==> src/rtl/fb_tile_blitter.sv <==
// Tile blitter: copies an 8x8 or 16x16 sprite from a synchronous sprite ROM into
// the 256-wide framebuffer, skipping transparent (index 0) and off-screen pixels.
module fb_tile_blitter #(
  parameter int FB_HEIGHT = 240,
  parameter int DATA_W    = 4
) (
  input  logic              Clk,
  input  logic              RESET,
  input  logic              Draw_FB_EN,
  input  logic              is_8,
  input  logic [7:0]        NewDrawX,
  input  logic [7:0]        NewDrawY,
  input  logic [6:0]        NewSpriteX,
  input  logic [6:0]        NewSpriteY,
  output logic [13:0]       rom_addr,
  input  logic [DATA_W-1:0] rom_data,
  output logic              fb_we,
  output logic [15:0]       fb_addr,
  output logic [DATA_W-1:0] fb_data,
  output logic              Done_Draw_FB
);

  typedef enum logic [1:0] {IDLE, READ, DRAIN, DONE} state_t;

  localparam logic [8:0] FB_H = 9'(FB_HEIGHT);

  state_t     state, state_nx;
  logic [7:0] cnt, cnt_nx;
  logic       cnt_last;

  logic       is8_q;
  logic [7:0] draw_x_q, draw_y_q;
  logic [6:0] spr_x_q, spr_y_q;

  logic [3:0] dx, dy;
  logic [6:0] sx, sy;
  logic [8:0] fx_p0, fy_p0;

  logic       vld_p1;
  logic [8:0] fx_p1, fy_p1;

  // fx is 9 bits so a tile hanging past column 255 is clipped instead of wrapping.
  function automatic logic on_screen(input logic fx_msb, input logic [8:0] fy);
    return (fx_msb == 1'b0) && (fy < FB_H);
  endfunction

  // Stage p0: pixel issue, ROM address and framebuffer coordinates
  always_comb begin
    dx       = is8_q ? {1'b0, cnt[2:0]} : cnt[3:0];
    dy       = is8_q ? {1'b0, cnt[5:3]} : cnt[7:4];
    sx       = spr_x_q + {3'b000, dx};
    sy       = spr_y_q + {3'b000, dy};
    fx_p0    = {1'b0, draw_x_q} + {5'b00000, dx};
    fy_p0    = {1'b0, draw_y_q} + {5'b00000, dy};
    cnt_last = is8_q ? (cnt == 8'd63) : (cnt == 8'd255);
  end

  assign rom_addr = (state == READ) ? {sy, sx} : 14'd0;

  always_comb begin
    state_nx = state;
    cnt_nx   = cnt;
    case (state)
      IDLE: if (Draw_FB_EN) begin
        state_nx = READ;
        cnt_nx   = 8'd0;
      end
      READ: begin
        cnt_nx = cnt + 8'd1;
        if (cnt_last) state_nx = DRAIN;
      end
      DRAIN:   state_nx = DONE;
      DONE:    if (!Draw_FB_EN) state_nx = IDLE;
      default: state_nx = IDLE;
    endcase
  end

  always_ff @(posedge Clk) begin
    if (RESET) begin
      state  <= IDLE;
      cnt    <= 8'd0;
      vld_p1 <= 1'b0;
    end else begin
      state  <= state_nx;
      cnt    <= cnt_nx;
      vld_p1 <= (state == READ);
    end
  end

  // Stage p1: coordinates wait one cycle for the ROM read data
  always_ff @(posedge Clk) begin
    if (state == IDLE && Draw_FB_EN) begin
      is8_q    <= is_8;
      draw_x_q <= NewDrawX;
      draw_y_q <= NewDrawY;
      spr_x_q  <= NewSpriteX;
      spr_y_q  <= NewSpriteY;
    end
    fx_p1 <= fx_p0;
    fy_p1 <= fy_p0;
  end

  assign fb_we        = vld_p1 && (rom_data != '0) && on_screen(fx_p1[8], fy_p1);
  assign fb_addr      = vld_p1 ? {fy_p1[7:0], fx_p1[7:0]} : 16'd0;
  assign fb_data      = rom_data;
  assign Done_Draw_FB = (state == DONE);

endmodule

==> config.mk <==
export PLATFORM = sky130hd
export DESIGN_NAME = fb_tile_blitter
export DESIGN_NICKNAME = d
export VERILOG_FILES = /design/src/rtl/fb_tile_blitter.sv
export SDC_FILE = /design/constraint.sdc
export NUM_CORES = 1
export LEC_CHECK = 0
export CAP_MARGIN = 25
export CORE_ASPECT_RATIO = 1.25
export CORE_UTILIZATION = 50
export CTS_BUF_LIST = sky130_fd_sc_hd__clkbuf_2
export CTS_CLUSTER_SIZE = 10
export DETAILED_ROUTE_END_ITERATION = 8
export PLACE_DENSITY = 0.92
export SLEW_MARGIN = 10
export SYNTH_ARGS = -nofsm -noshare
export SYNTH_HDL_FRONTEND = slang
export SYNTH_SLANG_ARGS = --single-unit
==> constraint.sdc <==
create_clock -name Clk -period 4.2 [get_ports Clk]
set_clock_uncertainty 0.1 [all_clocks]
set_input_delay 0.63 -clock Clk [delete_from_list [all_inputs] [get_ports Clk]]
set_output_delay 0.63 -clock Clk [all_outputs]
set_load 0.02 [all_outputs]
### Word-level counts from Yosys, hierarchy flattened

Index checks and enable logic that the tools add are counted.

* mux-type cells: 11
* add/sub/neg operators: 5
* reductions and logical operators: 9
* equal/unequal tests: 8
* bitwise gates (word level): 1
* order comparisons: 1

Operator list (number)
* $add A8 B4 Y9: 2
* $mux W16: 1
* $pmux W8 S2: 1
* $add A7 B4 Y7: 2
* $mux W14: 1
* $lt A9 B8 Y1 const B: 1
* $add A8 B1 Y8 const B: 1
* $eq A8 B6 Y1 const B: 1
* $eq A8 B8 Y1 const B: 1
* $mux W4: 2
* $mux W8: 1
* $pmux W2 S4: 1
* $mux W2: 3
* $ne A2 B2 Y1 const B: 3
* $eq A2 B2 Y1 const B: 2
* $logic_and A1 B1 Y1: 4
* $reduce_bool A4 Y1: 1
* $reduce_and A3 Y1: 1
* $eq A2 B1 Y1 const B: 1
* $logic_not A2 Y1: 1
* $reduce_and A2 Y1: 1
* $reduce_bool A2 Y1: 1
* $mux W1: 1
* $not A1 Y1: 1

* register bits after elaboration: 60
* word-level logic and storage cells: 45

### Depth between registers and ports, before layout

* depth in word-level cells: 4
* depth in mapped cells: 9
* gate-level depth less buffers: 8

### Least setup slack after synthesis

No wires, ideal clock.

* path type: flip-flop to output port
* start point: register is8_q
* end point: output port rom_addr[13]
* arrival time: 2.261 ns
* stages on the path, launching flop included: 9
* required time: 3.470 ns
* slack: 1.209 ns
* buffers on the path: 1
* cells stage by stage: edfxtp_1 > buf_2 > mux2_2 > ha_1 > fa_1 > a21o_1 > a21oi_1 > o21ai_0 > a21oi_1

* word-level cells in the longest chain between the ends: 3

Ends and longest elaborated chain
* from (decl): RTL line 31 `logic is8_q;`
* from (signal assigned): RTL line 93 `is8_q <= is_8;`
* $mux W4: RTL line 50 `dy = is8_q ? {1'b0, cnt[5:3]} : cnt[7:4];`
* $add A7 B4 Y7: RTL line 52 `sy = spr_y_q + {3'b000, dy};`
* $mux W14: RTL line 58 `assign rom_addr = (state == READ) ? {sy, sx} : 14'd0;`
* to (decl): RTL line 15 `output logic [13:0] rom_addr,`

No other way between the ends.

### Worst setup path in the final report

* start point: register is8_q
* end point: output port rom_addr[11]

The elaborated chain is that of the path after synthesis.

==> summary.txt <==
Most used DFF post-synth = edfxtp_1
Setup violation total in the final timing report = 0
DP HPWL = 4.360 mm
Max-cap violations = 0
Max VDD drop = 0.3087 mV
CTS sink count = 60
Final Cell Area = 3851 um^2
CP Max Fanout = 6
Relative slew slack = 0.5602
ANT nets after route = 0
Adder-cell share of the synthesized area = 0.1216
Peak Freq = 251.9 MHz
Main combinational cell family by area after synthesis = simple AND/OR/NAND/NOR gates
Die ar. = 6155 um^2
Final WS setup = 0.2307 ns
Synth Area per Inst = 11.32 um^2
Top-count cell post-synth = edfxtp_1
HP Class = flop to flop
PortBufs = 73
Number of buffers created by CTS = 9
Post-Syn Area = 2922 um^2
GP Congestion = 0.7964
Iter 0 DRT Violations = 98
Later-pin clock latency in the skew report = 0.47 ns
Crit path DAT = 3.24 ns
Post-synthesis simple-gate area fraction = 0.1413
# diodes = 0
Total GRT Usage = 0.2007
Dpl ws = 0.6394 ns
First-pass GRT wire length = 9.370 mm
Vias in the first global route = 2,139
Synth Instances = 258
Unique masters post-synth = 38
CTS clk-pin slew, worst paths = 0.14 ns
Count of state elements after synthesis = 60
Setup Total Neg Slack = 0 ns
Drt first pass iters = 6
Clock Path Buffers = 2
WL final = 5.845 mm
Post-Synth XOR/XNOR Area = 0.06895
H-tree depth = 3
Ratio of final minimum period to clock period = 0.9451
Dpl cell area = 3689 um^2
Nets = 399
Post-Syn Nets = 322
Area contributors post-synth = edfxtp_1, dfxtp_1, ha_1, xnor2_1, and2_1
Layout cells sized above 1 = 0.05882
Syn. warnings = 0
Share of the synthesized area in the top cell type = 0.3186
Number of synthesized flops with an enable pin = 31
Synthesis-to-layout area growth = 31.82%
Drt drc = 0
Root buf cell = clkbuf_2
Total grt overflow = 0
CTS tree = done
Initial antenna violation count = 0
Wire length per cell = 14.47 um
Fillers = 406
RSZ-0062 raised after global routing = no
Sequential cell area = 1511 um^2
Max-slew violations = 0
Status = finished clean
DR vias = 2,127
Seq/Total Area, Yosys = 0.5173
Die Y-Extent = 87.47 um
Top post-synthesis cells by count = edfxtp_1, dfxtp_1, nor2_1
Worst Tran Pin Value = 0.6414 ns
Pin count of the biggest net entering global routing = 20
Area occupied by multi-input gates = 1310 um^2
Critical path class = flop to primary output
WHS = 0.3820 ns
Post-cts hold buffer count = 0
Post-synthesis compound-gate area fraction = 0.08994
Core Area = 5518 um^2
Io pins = 74
Starting Density = 0.5295
Post-synth top area cell = edfxtp_1
Minimum clock period after layout = 3.969 ns
Pwr/cell area = 488.0 nW/um^2
Vias per cell = 5.265
Critical Path RT = 3.47 ns
Final hold vios = 0
Leak = 1.564 nW
CP Capture Type = primary output
Post-synth ARST share = 0
Worst Setup Start Kind = flop
Rows = 30
Post-synthesis mux area share = 0.02655
DIE WIDTH = 70.37 um
-- per-layer routing --
layer	vias to the layer above	wire length, um	global-route usage
li1	1048	-	-
met1	1008	2286	0.2061
met2	62	3228	0.3844
met3	9	243	0.04282
met4	0	86	0.09273
met5	-	0	0
-- area by class of cell --
| cell class | instances | share of cell area |
|---|---|---|
| Clock buffer | 10 | 0.01300 |
| Clock inverter | 6 | 0.02664 |
| Sequential cell | 60 | 0.3925 |
| Tap cell | 64 | 0.02079 |
| Inverter | 13 | 0.01267 |
| Timing Repair Buffer | 75 | 0.1943 |
| Multi-Input combinational cell | 176 | 0.3402 |
-- where the power goes --
part	switching [mW]	internal, mW	total, mW
Combinational	0.315	0.275	0.590
Clock	0.201	0.255	0.456
Sequential	0.0742	0.759	0.833
Total	0.590	1.29	1.88
-- worst max-delay path, stage by stage, from the launching register on --
cell	delay, ns
edfxtp_1	0.50
mux2_2	0.40
ha_1	0.21
fa_1	0.40
a21o_1	0.19
a21oi_1	0.26
xnor2_1	0.10
nor2_1	0.10
clkdlybuf4s50_1	0.61
-- timing repair --
item,CTS,global route
endpoints found under the hold margin,0,0
buffers inserted,0,1
endpoints found under the setup margin,0,1
gates resized for setup,0,1
-- state kept, by name, summed over array words and instances (netlist names) --
| register | count |
|---|---|
| fy_p1 | 9 |
| state | 2 |
| vld_p1 | 1 |
| spr_x_q | 7 |
| is8_q | 1 |
| spr_y_q | 7 |
| draw_y_q | 8 |
| cnt | 8 |
| draw_x_q | 8 |
| fx_p1 | 9 |
-- final timing paths --
| path | from | to | slack [ns] | cells after the start |
|---|---|---|---|---|
| worst max register to register | is8_q$_DFFE_PP_ | fy_p1[6]$_DFF_P_ | 1.93 | 8 |
| worst min-delay path | draw_y_q[6]$_DFFE_PP_ | fy_p1[6]$_DFF_P_ | 0.38 | 1 |
| worst min register to register | draw_y_q[6]$_DFFE_PP_ | fy_p1[6]$_DFF_P_ | 0.38 | 1 |
| worst max-delay path | is8_q$_DFFE_PP_ | rom_addr[11] | 0.23 | 8 |
-- placed cells by master (no fill, tap or decap), drive strengths merged, types with 5 or more instances in the layout --
master         count
inv               13
nor2              23
clkbuf            10
a21o               6
xnor2             19
nand3              5
o21ai              9
and2              21
edfxtp            31
dfxtp             29
nand2              8
ha                22
a21oi             13
clkdlybuf4s50     72
-- per-stage QoR --
step	power [mW]	std cells	util
5_1_grt	1.979	404	0.6980
3_5_place_dp	1.436	387	0.6685
2_1_floorplan	1.190	258	-
4_1_cts	1.888	403	0.6961
3_3_place_gp	1.409	387	0.6685
6_report	1.880	404	0.6980
-- logic make-up (layout without fill, tap and decap cells) --
family,after synthesis,after routing
adder cells (fa/ha/maj),26,26
flip-flops,60,60
multiplexers,7,7
AO/OA/AOI/OAI,41,41
AND/OR/NAND/NOR,79,79
buffers and inverters,22,104
XOR/XNOR,23,23
Power figures use the tool's default switching activity.
